<file path="config.mk">
export PLATFORM = sky130hd
export DESIGN_NAME = mem_port_arbiter
export DESIGN_NICKNAME = d
export VERILOG_FILES = /design/src/rtl/mem_port_arbiter.sv
export SDC_FILE = /design/constraint.sdc
export NUM_CORES = 1
export LEC_CHECK = 0
export ABC_AREA = 1
export BUFFER_PORTS_ARGS = -buffer_cell sky130_fd_sc_hd__buf_4
export CORE_MARGIN = 2
export CORE_UTILIZATION = 40
export DETAILED_ROUTE_END_ITERATION = 10
export GPL_TIMING_DRIVEN = 0
export PLACE_DENSITY = 0.7
export SYNTH_ARGS = -nofsm -noshare
export SYNTH_HDL_FRONTEND = slang
export SYNTH_SLANG_ARGS = --single-unit
</file>
<file path="constraint.sdc">
create_clock -name clk_i -period 3.4 [get_ports clk_i]
set_input_delay 0.68 -clock clk_i [delete_from_list [all_inputs] [get_ports clk_i]]
set_output_delay 0.68 -clock clk_i [all_outputs]
set_load 0.005 [all_outputs]
</file>
<file path="src/rtl/mem_port_arbiter.sv">
// mem_port_arbiter: shares one backing-memory port between instruction fetch and load/store
module mem_port_arbiter #(
   parameter int ADDR_WIDTH      = 32,
   parameter int DATA_WIDTH      = 32,
   parameter int MAX_DATA_STREAK = 4
) (
   input  logic                  clk_i,
   input  logic                  rst_i,
   input  logic                  ireq_i,
   input  logic [ADDR_WIDTH-1:0] iaddr_i,
   output logic [DATA_WIDTH-1:0] irdata_o,
   output logic                  iready_o,
   input  logic                  dreq_i,
   input  logic                  dwe_i,
   input  logic [ADDR_WIDTH-1:0] daddr_i,
   input  logic [DATA_WIDTH-1:0] dwdata_i,
   input  logic [2:0]            dfunct3_i,
   output logic [DATA_WIDTH-1:0] drdata_o,
   output logic                  dready_o,
   output logic                  mreq_o,
   output logic                  mwe_o,
   output logic [ADDR_WIDTH-1:0] maddr_o,
   output logic [DATA_WIDTH-1:0] mwdata_o,
   output logic [2:0]            mfunct3_o,
   input  logic                  mack_i,
   input  logic [DATA_WIDTH-1:0] mrdata_i,
   output logic                  grant_o
);
   localparam int SW = $clog2(MAX_DATA_STREAK + 1);
   typedef enum logic [1:0] {IDLE, BUSY, RESP} state_t;
   state_t                state_q, state_d;
   logic [SW-1:0]         streak_q, streak_d;
   logic                  grant_q, grant_d;
   logic                  mreq_q, mreq_d;
   logic                  mwe_q, mwe_d;
   logic [ADDR_WIDTH-1:0] maddr_q, maddr_d;
   logic [DATA_WIDTH-1:0] mwdata_q, mwdata_d;
   logic [2:0]            mfunct3_q, mfunct3_d;
   logic [DATA_WIDTH-1:0] irdata_q, irdata_d;
   logic [DATA_WIDTH-1:0] drdata_q, drdata_d;
   logic                  iready_q, iready_d;
   logic                  dready_q, dready_d;
   logic                  any_req, streak_full, pick_data, grant_now, ack;
   // Arbitration: data wins unless fetch has already lost MAX_DATA_STREAK contested rounds
   always_comb begin
      any_req     = ireq_i | dreq_i;
      streak_full = (streak_q == SW'(MAX_DATA_STREAK));
      pick_data   = dreq_i & ~(ireq_i & streak_full);
      grant_now   = (state_q == IDLE) & any_req;
      ack         = (state_q == BUSY) & mack_i;
   end
   // State register
   always_ff @(posedge clk_i or negedge rst_i) begin
      if (!rst_i) state_q <= IDLE;
      else        state_q <= state_d;
   end
   // Next-state: grant in IDLE, wait for ack in BUSY, one response cycle
   always_comb begin
      state_d = state_q;
      case (state_q)
         IDLE:    state_d = any_req ? BUSY : IDLE;
         BUSY:    state_d = mack_i ? RESP : BUSY;
         RESP:    state_d = IDLE;
         default: state_d = IDLE;
      endcase
   end
   // Output/datapath next values: latch the winner's payload on grant, capture read data on ack
   always_comb begin
      streak_d  = streak_q;
      grant_d   = grant_q;
      mwe_d     = mwe_q;
      maddr_d   = maddr_q;
      mwdata_d  = mwdata_q;
      mfunct3_d = mfunct3_q;
      if (grant_now) begin
         grant_d   = pick_data;
         mwe_d     = pick_data & dwe_i;
         maddr_d   = pick_data ? daddr_i : iaddr_i;
         mwdata_d  = pick_data ? dwdata_i : '0;
         mfunct3_d = pick_data ? dfunct3_i : 3'b010;
         streak_d  = (pick_data & ireq_i) ? (streak_full ? streak_q : streak_q + SW'(1)) : '0;
      end
      mreq_d   = (state_d == BUSY);
      iready_d = ack & ~grant_q;
      dready_d = ack & grant_q;
      irdata_d = (ack & ~grant_q) ? mrdata_i : irdata_q;
      drdata_d = (ack & grant_q & ~mwe_q) ? mrdata_i : drdata_q;
   end
   // Output/datapath registers; reset abandons any transaction in flight
   always_ff @(posedge clk_i or negedge rst_i) begin
      if (!rst_i) begin
         streak_q  <= '0;
         grant_q   <= 1'b0;
         mreq_q    <= 1'b0;
         mwe_q     <= 1'b0;
         maddr_q   <= '0;
         mwdata_q  <= '0;
         mfunct3_q <= '0;
         irdata_q  <= '0;
         drdata_q  <= '0;
         iready_q  <= 1'b0;
         dready_q  <= 1'b0;
      end else begin
         streak_q  <= streak_d;
         grant_q   <= grant_d;
         mreq_q    <= mreq_d;
         mwe_q     <= mwe_d;
         maddr_q   <= maddr_d;
         mwdata_q  <= mwdata_d;
         mfunct3_q <= mfunct3_d;
         irdata_q  <= irdata_d;
         drdata_q  <= drdata_d;
         iready_q  <= iready_d;
         dready_q  <= dready_d;
      end
   end
   assign grant_o   = grant_q;
   assign mreq_o    = mreq_q;
   assign mwe_o     = mwe_q;
   assign maddr_o   = maddr_q;
   assign mwdata_o  = mwdata_q;
   assign mfunct3_o = mfunct3_q;
   assign irdata_o  = irdata_q;
   assign drdata_o  = drdata_q;
   assign iready_o  = iready_q;
   assign dready_o  = dready_q;
endmodule
</file>
* Word level (Yosys, flattened, before mapping)
Index checks and enable logic that the tools add are counted.
** Operators by class
- $add $sub $neg :: 1
- Equal/unequal tests :: 4
- Muxes and demuxes :: 8
- Bitwise logic cells :: 13
- Reductions and logical operators :: 2
** Operator list (number)
- $mux W32 :: 2
- $and A1 B1 Y1 :: 9
- $mux W3 :: 3
- $eq A2 B1 Y1 const B :: 2
- $pmux W2 S2 :: 1
- $add A3 B1 Y3 const B :: 1
- $eq A3 B3 Y1 const B :: 1
- $not A1 Y1 :: 3
- $logic_not A2 Y1 :: 1
- $mux W2 :: 1
- $ne A2 B2 Y1 const B :: 1
- $reduce_and A2 Y1 :: 1
- $mux W1 :: 1
- $or A1 B1 Y1 :: 1
** Word-level totals
- Register bits :: 141
- Input port bits :: 137

* Longest topological paths before layout
- Word-level depth :: 7
- Gate-level depth with buffers :: 8

* Least setup slack after synthesis
Ideal clock, no wire load.
- Path kind :: input to register
- From :: input port dreq_i
- To :: register mfunct3_q[0] (netlist: mfunct3_o[0])
- Setup time :: 0.132 ns
- Arrival time :: 1.424 ns
- Required time :: 3.268 ns
- Slack :: 1.844 ns
- Stages on the path :: 6
- Path through :: buf_4 -> nor2_4 -> nor2_8 -> inv_2 -> clkbuf_1 -> o21ai_1
** Between the ends
- Cells in the longest elaborated chain, start to end :: 2
** RTL lines
- start, declared :: line 13 : input logic dreq_i,
- $and A1 B1 Y1 or $or A1 B1 Y1 (tied branches) :: line 48, 46
- $mux W3 or $and A1 B1 Y1 (tied branches) :: line 80, 49
- end signal, assigned :: line 110 : mfunct3_q <= mfunct3_d;
- end, declared :: line 38 : logic [2:0] mfunct3_q, mfunct3_d;
Several ways; a longest one is shown, not always the timed one.
A chain may end at the register's enable or synchronous reset.

* Final worst setup path
- From :: register streak_q[0]
- To :: register maddr_q[0] (netlist: maddr_o[0])
** Between the ends
- Cells in the longest elaborated chain, start to end :: 5
** RTL lines
- start, declared :: line 32 : logic [SW-1:0] streak_q, streak_d;
- start signal, assigned :: line 104 : streak_q <= streak_d;
- $eq A3 B3 Y1 :: line 47 : streak_full = (streak_q == SW'(MAX_DATA_STREAK));
- $and A1 B1 Y1 :: line 48 : pick_data = dreq_i & ~(ireq_i & streak_full);
- $not A1 Y1 :: line 48
- $and A1 B1 Y1 :: line 48
- $mux W32 :: line 78 : maddr_d = pick_data ? daddr_i : iaddr_i;
- end signal, assigned :: line 108 : maddr_q <= maddr_d;
- end, declared :: line 36 : logic [ADDR_WIDTH-1:0] maddr_q, maddr_d;
No other way between the ends.

==> results.yml <==
sta:
  setup_viol: 0
  period_needed_ps: 1720
  fin_crit_sh: 0.505
  max_slew_margin: 0.563
  fmax_mhz: 583
  finalSetupTns_ps: 0
  tightest_slew_ps: 656
  drv_slew: 0
  hold_slack_ps: 273
  finalHoldViolations: 0
  clock_skew_ps: 7.01
  rsz0062_at_grt: "false"
power_and_ir_drop:
  p_per_area_nw_per_um2: 863
  peakVddDrop_mv: 0.362
  p_leak_uw: 0.00515
critical_path:
  max_stage_delay_ps: 470
  crit_path_frequent_cell: "nand3_1"
  cp_slowest_cell: "clkbuf_1"
  critical_path.cell_chain: "inv_1 -> ha_1 -> nand3_1 -> clkbuf_1 -> nand3_1 -> nand3_1 -> nand2_1"
  start_kind: "flop"
  critical_path_class: "flop to flop"
  cp_num_buf_inv: 2
  arrival_ps: 2010
  crit_required_ps: 3700
  worst_setup_path_end_kind: "flop"
  worstPathMaxFanout: 10
  crit_family: "buffers and inverters"
clock_tree:
  clockBufferDepth: 2
  cts.hold.buffers_added: 0
  postCtsSetupBuffers: 0
  htree_levels: 4
  numCtsBuffers: 17
  root_buffer: "clkbuf_16"
  ctsResizeCount: 0
  clock_sinks: 141
  clk_latency_ps: 410
  clkSlewWorstSetupHoldPaths_ps: 60
  tritoncts: "done"
logic_synthesis:
  synthAdderAreaFrac: 0.00406
  synth_xor_xnor_area_share: 0.00142
  yosys_warnings: 0
  synth_nets: 889
  synthTopCellsByArea: "dfrtp_1, nand2_1, nand3_1"
  synth-simple-area-share: 0.304
  synth-seq-cells: 141
  synthCells: 750
  synth_top_family_by_area: "simple AND/OR/NAND/NOR gates"
  avgSynthCellArea_um2: 8.21
  yosysTopAreaCell: "dfrtp_1"
  synth_compound_area_frac: 0.0325
  synth_top_area_frac: 0.573
  syn_area_um2: 6160
  synthMuxAreaShare: 0
  synth_cell_types: 19
  synth-seq-area-share: 0.573
finish:
  multi_input_area_um2: 2110
  nNetsFinal: 1180
  final_util: 0.597
  final_cell_count_no_fill: 1239
  drive_above_1_share: 0.322
  seq_area_um2: 3530
  antenna_cells: 0
  area_delta_synth_final_pct: 46.9
  fill_cells: 1406
floorplanning:
  die_area_um2: 16400
  die_h_um: 128
  num_io_pins: 273
  start_util: 0.407
  die_w_um: 128
  core_area_um2: 15100
  num_rows: 45
global_route:
  first_global_vias: 5605
  grt_overflow: 0
  grt_first_pass_wirelength_um: 28700
  grt_usage: 0.226
  antenna_found_initial: 0
  grt_max_degree: 72
drt:
  first_iter_violations: 219
  drtAntennaViolNets: 0
  first_pass_iters: 5
  via_per_inst: 4.77
  routedWlPerCell_um: 14.6
  num_vias: 5911
  wirelength_um: 18100
  drcViolationCount: 0
min_path:
  hold_path_class: "input port to async pin"
place:
  place.detailed.hpwl_um: 13500
  io_buffer_count: 271
  numPlacedInstances: 1210
  globalplace.congestion: 0.823
job:
  drv_cap: 0
status:
  run_status: "completed"
[metal layers]
metal / track usage / vias up / share of wire
met5: 0 / - / 0
met4: 0.0911 / 0 / 0.026
met3: 0.0764 / 33 / 0.088
met2: 0.366 / 261 / 0.47
met1: 0.279 / 2690 / 0.41
li1: - / 2927 / -
[registers in the layout (all words and copies together), names as in the netlist]
name       flops
drdata_o      32
dready_o       1
grant_o        1
irdata_o      32
iready_o       1
maddr_o       32
mfunct3_o      3
mreq_o         1
mwdata_o      32
mwe_o          1
state_q        2
streak_q       3
[worst reg2reg max path, delay by kind of cell (launching register included)]
| family | cells | cell delay (ps) |
|---|---|---|
| flops | 1 | 370 |
| simple gates | 4 | 490 |
| fa+ha+maj | 1 | 210 |
| buf+inv | 2 | 540 |
[worst paths after layout]
kind / start / endpoint / slack (ps) / depth (start not counted)
max: streak_q[0]$_DFFE_PN0P_ / maddr_o[0]$_DFFE_PN0P_ / 1680 / 7
max in group asynchronous: rst_i / maddr_o[26]$_DFFE_PN0P_ / 2340 / 2
min: rst_i / drdata_o[10]$_DFFE_PN0P_ / 270 / 1
min reg2reg: drdata_o[13]$_DFFE_PN0P_ / drdata_o[13]$_DFFE_PN0P_ / 470 / 2
min in group clk_i: mack_i / state_q[0]$_DFF_PN0_ / 470 / 2
max reg2reg: streak_q[0]$_DFFE_PN0P_ / maddr_o[0]$_DFFE_PN0P_ / 1680 / 7
[power breakdown]
group | switching, µW | internal, µW
combinational | 1480 | 1530
sequential | 457 | 2470
clock | 671 | 1200
[synth_stat cells]
cell type,count
nand2_2,2
nor2_4,1
o21ai_1,36
ha_1,2
nand3_1,137
nand2_1,303
dfrtp_1,141
inv_2,2
nor2_2,1
clkbuf_1,13
buf_1,2
xor2_1,1
inv_1,72
buf_4,7
nor2_8,1
o21ai_0,1
buf_6,1
buf_2,25
o31ai_1,2
[final cells by class]
cell class                 instances  share of cell area
tap                              188              0.0260
inverter                          74              0.0307
timing repair buffer             272               0.228
sequential                       141               0.390
clock buffer                      23              0.0528
multi-input combinational        487               0.233
clock inverter                     6              0.0123
buffer                            48              0.0271
[kinds of logic (layout without fill, tap and decap cells)]
| kind of cell | after synthesis | count (layout) |
|---|---|---|
| flip-flops | 141 | 141 |
| adder cells (fa/ha/maj) | 2 | 2 |
| AO/OA/AOI/OAI | 39 | 39 |
| AND/OR/NAND/NOR | 445 | 445 |
| buffers and inverters | 122 | 423 |
| XOR/XNOR | 1 | 1 |
[cells in the final DEF, fill, tap and decap left out, types with 3 or more instances in the layout]
cell and n:
buf_2 25, buf_4 277, bufinv_16 3, clkbuf_1 16, clkbuf_16 17, clkbuf_8 3, dfrtp_1 141, inv_1 72
nand2_1 303, nand3_1 137, o21ai_1 36
[through the flow]
step	cell area [µm²]	total power, µW	setup WS [ps]
after global routing	9050	8390	1520
after CTS	9050	7900	1650
after global placement	8430	5920	1010
after floorplan	6160	4170	1840
final	9050	7810	1680
after detailed placement	8460	5990	1470
(Power assumes the default switching activity.)
